## config.mk

```make
export PLATFORM = sky130hd
export DESIGN_NAME = mac_tap_sequencer
export DESIGN_NICKNAME = d
export VERILOG_FILES = /design/src/rtl/cnn_pkg.sv /design/src/rtl/mac_out_slice.sv /design/src/rtl/mac_tap_sequencer.sv
export SDC_FILE = /design/constraint.sdc
export NUM_CORES = 1
export LEC_CHECK = 0
export BUFFER_PORTS_ARGS = -buffer_cell sky130_fd_sc_hd__buf_2
export CORE_ASPECT_RATIO = 0.8
export CORE_MARGIN = 2
export CORE_UTILIZATION = 41
export DETAILED_ROUTE_END_ITERATION = 7
export GPL_TIMING_DRIVEN = 0
export PLACE_DENSITY = 0.87
export SLEW_MARGIN = 20
export SYNTH_ARGS = -nofsm -noshare
export SYNTH_HDL_FRONTEND = slang
export SYNTH_SLANG_ARGS = --single-unit
export TNS_END_PERCENT = 20
```

## constraint.sdc

```tcl
create_clock -name clk -period 3.62 [get_ports clk]
set_input_delay 0.362 -clock clk [delete_from_list [all_inputs] [get_ports clk]]
set_output_delay 0.362 -clock clk [all_outputs]
set_load 0.02 [all_outputs]
```

## src/rtl/cnn_pkg.sv

```systemverilog
// rtl/cnn_pkg.sv - shared widths and FSM encoding for the CNN MAC front end
package cnn_pkg;

   localparam int DATA_W = 16;
   localparam int ACC_W  = 32;

   typedef enum logic {
      ST_ACC = 1'b0,
      ST_CAP = 1'b1
   } state_e;

endpackage

```

## src/rtl/mac_out_slice.sv

```systemverilog
// rtl/mac_out_slice.sv - one-entry valid/ready result register
module mac_out_slice #(
   parameter int W = cnn_pkg::ACC_W
) (
   input  logic         clk,
   input  logic         sclr,
   input  logic         cap_valid,
   input  logic [W-1:0] cap_data,
   output logic         slot_free,
   output logic         out_valid,
   input  logic         out_ready,
   output logic [W-1:0] out_data
);

   logic         out_valid_q, out_valid_d;
   logic [W-1:0] out_data_q, out_data_d;

   // A capture may land in the same cycle the old entry drains.
   always_comb begin
      slot_free   = !out_valid_q || out_ready;
      out_valid_d = out_valid_q;
      out_data_d  = out_data_q;
      if (cap_valid) begin
         out_valid_d = 1'b1;
         out_data_d  = cap_data;
      end else if (out_ready) begin
         out_valid_d = 1'b0;
      end
   end

   always_ff @(posedge clk) begin
      if (sclr) begin
         out_valid_q <= 1'b0;
         out_data_q  <= '0;
      end else begin
         out_valid_q <= out_valid_d;
         out_data_q  <= out_data_d;
      end
   end

   assign out_valid = out_valid_q;
   assign out_data  = out_data_q;

endmodule

```

## src/rtl/mac_tap_sequencer.sv

```systemverilog
// rtl/mac_tap_sequencer.sv - feeds TAPS tap pairs per window into the MAC and captures each dot product
module mac_tap_sequencer #(
   parameter int DATA_W = cnn_pkg::DATA_W,
   parameter int ACC_W  = cnn_pkg::ACC_W,
   parameter int TAPS   = 9
) (
   input  logic              clk,
   input  logic              sclr,
   input  logic              in_valid,
   output logic              in_ready,
   input  logic [DATA_W-1:0] in_pix,
   input  logic [DATA_W-1:0] in_wgt,
   output logic              mac_sclr,
   output logic              mac_ce,
   output logic [DATA_W-1:0] mac_a,
   output logic [DATA_W-1:0] mac_b,
   output logic [ACC_W-1:0]  mac_c,
   input  logic [ACC_W-1:0]  mac_p,
   output logic              out_valid,
   input  logic              out_ready,
   output logic [ACC_W-1:0]  out_data
);

   import cnn_pkg::*;

   localparam int               CNT_W    = (TAPS > 1) ? $clog2(TAPS) : 1;
   localparam logic [CNT_W-1:0] LAST_TAP = CNT_W'(TAPS - 1);

   state_e           state_q, state_d;
   logic [CNT_W-1:0] tap_cnt_q, tap_cnt_d;
   logic             mac_sclr_q, mac_sclr_d;
   logic             hs;
   logic             slot_free;
   logic             capture;

   assign in_ready = (state_q == ST_ACC);
   assign hs       = in_valid && in_ready;
   assign mac_ce   = hs;
   assign mac_a    = in_pix;
   assign mac_b    = in_wgt;
   // The first tap of a window must not inherit the previous window's sum.
   assign mac_c    = (tap_cnt_q == '0) ? '0 : mac_p;
   assign mac_sclr = mac_sclr_q;
   assign capture  = (state_q == ST_CAP) && slot_free;

   always_comb begin
      state_d    = state_q;
      tap_cnt_d  = tap_cnt_q;
      mac_sclr_d = sclr;
      case (state_q)
         ST_ACC: begin
            if (hs) begin
               if (tap_cnt_q == LAST_TAP) begin
                  tap_cnt_d = '0;
                  state_d   = ST_CAP;
               end else begin
                  tap_cnt_d = tap_cnt_q + 1'b1;
               end
            end
         end
         ST_CAP: begin
            if (slot_free) begin
               state_d = ST_ACC;
            end
         end
         default: state_d = ST_ACC;
      endcase
   end

   always_ff @(posedge clk) begin
      mac_sclr_q <= mac_sclr_d;
      if (sclr) begin
         state_q   <= ST_ACC;
         tap_cnt_q <= '0;
      end else begin
         state_q   <= state_d;
         tap_cnt_q <= tap_cnt_d;
      end
   end

   mac_out_slice #(
      .W (ACC_W)
   ) u_out (
      .clk       (clk),
      .sclr      (sclr),
      .cap_valid (capture),
      .cap_data  (mac_p),
      .slot_free (slot_free),
      .out_valid (out_valid),
      .out_ready (out_ready),
      .out_data  (out_data)
   );

endmodule

```

==> key figures <==
Timing
  – Final hold violation count: 0
  – Setup TNS: 0 ns
  – Max Slew Vio Count: 0
  – Final setup margin: approximately 1.1 ns
  – Max Freq: 399 MHz
  – Clock period minus worst slack: 2.51 ns
  – RSZ-0062 raised after global routing: no
  – Worst-margin pin slew: 0.535 ns
  – Slew Limit Headroom: 0.644
  – Final setup violation count: 0
  – Post-Route Skew: 0.00393 ns
  – Fin crit share: 0.693

GRT
  – Grt total ovfl: 0
  – Largest net degree at the start of global routing: 12
  – Antenna violations before repair: 0
  – Vias in the first global route: ~2000
  – GRT Total Usage: 0.227
  – First-pass GRT wire length: 9.33 mm

Logic synthesis
  – Cell variety after synth: 22
  – Simple-gate portion of the synthesized area: 0.235
  – Largest family of logic cells by synthesized area: simple AND/OR/NAND/NOR gates
  – Post-Synthesis Cell Area: 1980 um^2
  – Synth warn: 0
  – FF+latch count, synth: 39
  – Post-synthesis mux area share: 0
  – Gate Count Post-Synth: 250
  – Register area share after synthesis: 0.395
  – Syn_area_per_cell: 7.91 um^2
  – Net Count, Synth: 320
  – Post-synthesis adder-cell area fraction: 0.0127
  – Compound-Gate Fraction of Synth Area: 0.182
  – XOR/XNOR share of the synthesized area: 0

Setup path
  – Crit path arrival time: around 2.2 ns
  – Reg2reg path depth: 4
  – Top fanout value on the critical path: 10
  – Critical Path End Type: output pin
  – Critical Path RT: around 3.3 ns
  – Critical path class: reg2out
  – Worst reg2reg path startpoint: u_out.out_valid
  – CP endpoint: mac_c[23]
  – Worst Setup SP: tap_cnt_q[0]
  – RR Endpoint: u_out.out_data[17]
  – Startpoint types: flip-flop
  – Reg2Reg Setup Slack: 2.14 ns

Power
  – Clock share of power: 0.332
  – Reg power frac: 0.446
  – Switch share: 0.285
  – Peak VDD IR: 207 uV
  – Cell leakage power: 0.00140 uW
  – Logic pwr share: 0.221
  – Switch Pwr: around 280 uW
  – Pint: 694 uW
  – Final Power: approximately 970 uW
  – PD cells: about 340 nW/um^2

Route
  – Pre-antenna DRT Iters: 4
  – First DRT Iteration DRCs: 79
  – ANT nets after route: 0
  – Routed WL: 6.22 mm
  – Wire per inst: 13.7 um
  – Vias: 2246
  – DRC viols: 0
  – Avg Vias per Cell: 4.96

Clocking
  – Reg clk slew, reported paths: 0.07 ns
  – Resize count post-CTS: 0
  – Post-CTS Setup Repair Bufs: 0
  – Deepest clock path buffer count: 2
  – H-tree Lvls: 2
  – CTS tree: yes
  – Cts hold-fix bufs: 0
  – TritonCTS Buffers: 5
  – CTS root buf: clkbuf_8
  – Clock latency on the worst-skew pair: 0.29 ns
  – Sink Count: 39

Cells and area
  – Most frequent cells in the layout: buf_2, dfxtp_1, a21oi_1
  – Share of cells above drive strength 1: 0.450
  – Area of the multi-input gates: 850 um^2
  – FF/Latch Area: 781 um^2
  – Filler Cell Count: 452
  – Most common cell after layout, fill and taps aside: buf_2
  – Inserted Diodes: 0
  – Final #Nets: 462
  – Final core utilization: 0.611
  – Area grow syn2layout: 43.0%

Die
  – Die X: ~82 um
  – Starting Density: 0.427
  – I/O Pins: 168
  – Core footprint: 4620 um^2
  – Die area: 5400 um^2
  – Die H: around 66 um
  – # rows: 22

Placement
  – Gp weighted congestion: 0.721
  – Hpwl dp: roughly 4.8 mm
  – Input/output buffers: 135
  – Setup WS pre-CTS: 1.43 ns

Flow run
  – Max cap viols: 0

Run status
  – Status: completed

Hold path
  – Hold Path Class: in2reg
[logic make-up after synthesis]
kind of cell | Yosys count
AOI/OAI and AO/OA | 71
adders and majority gates | 2
buffers and inverters | 58
DFF | 39
and+or+nand+nor | 80
[through the flow]
stage / instance area [um^2] / hold slack [ns] / std cells
finish: 2830 / 0.193 / 453
global route: 2830 / 0.183 / 453
CTS: 2830 / 0.186 / 453
detailed placement: 2730 / 0.465 / 445
global placement: 2730 / 0.457 / 445
floorplan: 1980 / 0.390 / 250
[final cells by class]
cell class | instances | share of cell area
well taps | 60 | 0.0265
repair buffers | 135 | 0.239
inverters | 5 | 0.00664
multi-input cells | 153 | 0.300
plain buffers | 53 | 0.116
flip-flops and latches | 39 | 0.276
clock buffers | 8 | 0.0354
[cells in the mapped netlist]
cell / count / area [um^2]
a21oi_1: 36 / 180
a22oi_1: 1 / 7.51
a31oi_1: 1 / 6.26
and2b_1: 9 / 67.6
and3b_1: 1 / 8.76
buf_1: 2 / 7.51
buf_2: 1 / 5.00
buf_4: 32 / 240
buf_6: 1 / 11.3
clkbuf_1: 17 / 63.8
dfxtp_1: 39 / 781
ha_1: 2 / 25.0
inv_1: 5 / 18.8
nand2_1: 4 / 15.0
nand2b_1: 2 / 12.5
nand2b_4: 1 / 13.8
nand3_1: 34 / 170
nor2_1: 2 / 7.51
nor2b_1: 24 / 150
o21ai_0: 33 / 165
or3_1: 2 / 12.5
or4_1: 1 / 7.51
[layer usage]
| metal | global-route usage | vias up | wire length, um |
|---|---|---|---|
| li1 | - | 1096 | - |
| met1 | 0.271 | 1045 | 2430 |
| met2 | 0.403 | 99 | 3240 |
| met3 | 0.0519 | 6 | 496 |
| met4 | 0.0667 | 0 | 59 |
| met5 | 0 | - | 0 |
[power by group through the flow]
stage	registers [uW]	clock network, uW	logic [uW]
2_1_floorplan	443	0	136
6_report	433	322	215
5_1_grt	433	350	232
4_1_cts	433	331	217
3_3_place_gp	443	0	213
3_5_place_dp	443	0	216
[sequential cells by signal, indices dropped and copies added, names as in the netlist]
register and flops:
u_out.out_data 32, u_out.out_valid 1, state_q 1, mac_sclr 1, tap_cnt_q 4
[worst min path at each step]
stage / start / depth (start not counted) / end / slack [ns]
3_3_place_gp: u_out.out_data[30] / 2 / u_out.out_data[30] / 0.46
4_1_cts: sclr / 1 / mac_sclr / 0.19
5_1_grt: sclr / 1 / mac_sclr / 0.18
3_5_place_dp: u_out.out_data[0] / 2 / u_out.out_data[0] / 0.47
2_1_floorplan: sclr / 0 / mac_sclr / 0.39
6_report: sclr / 1 / mac_sclr / 0.19
[critical path, cell delays in order (launching register included)]
cell and delay, ns:
dfxtp_1 0.34, inv_1 0.06, ha_1 0.16, nand2b_1 0.08, nor2_1 0.38, clkbuf_1 0.43, and2b_1 0.24, buf_2 0.15
Power figures use the tool's default switching activity.
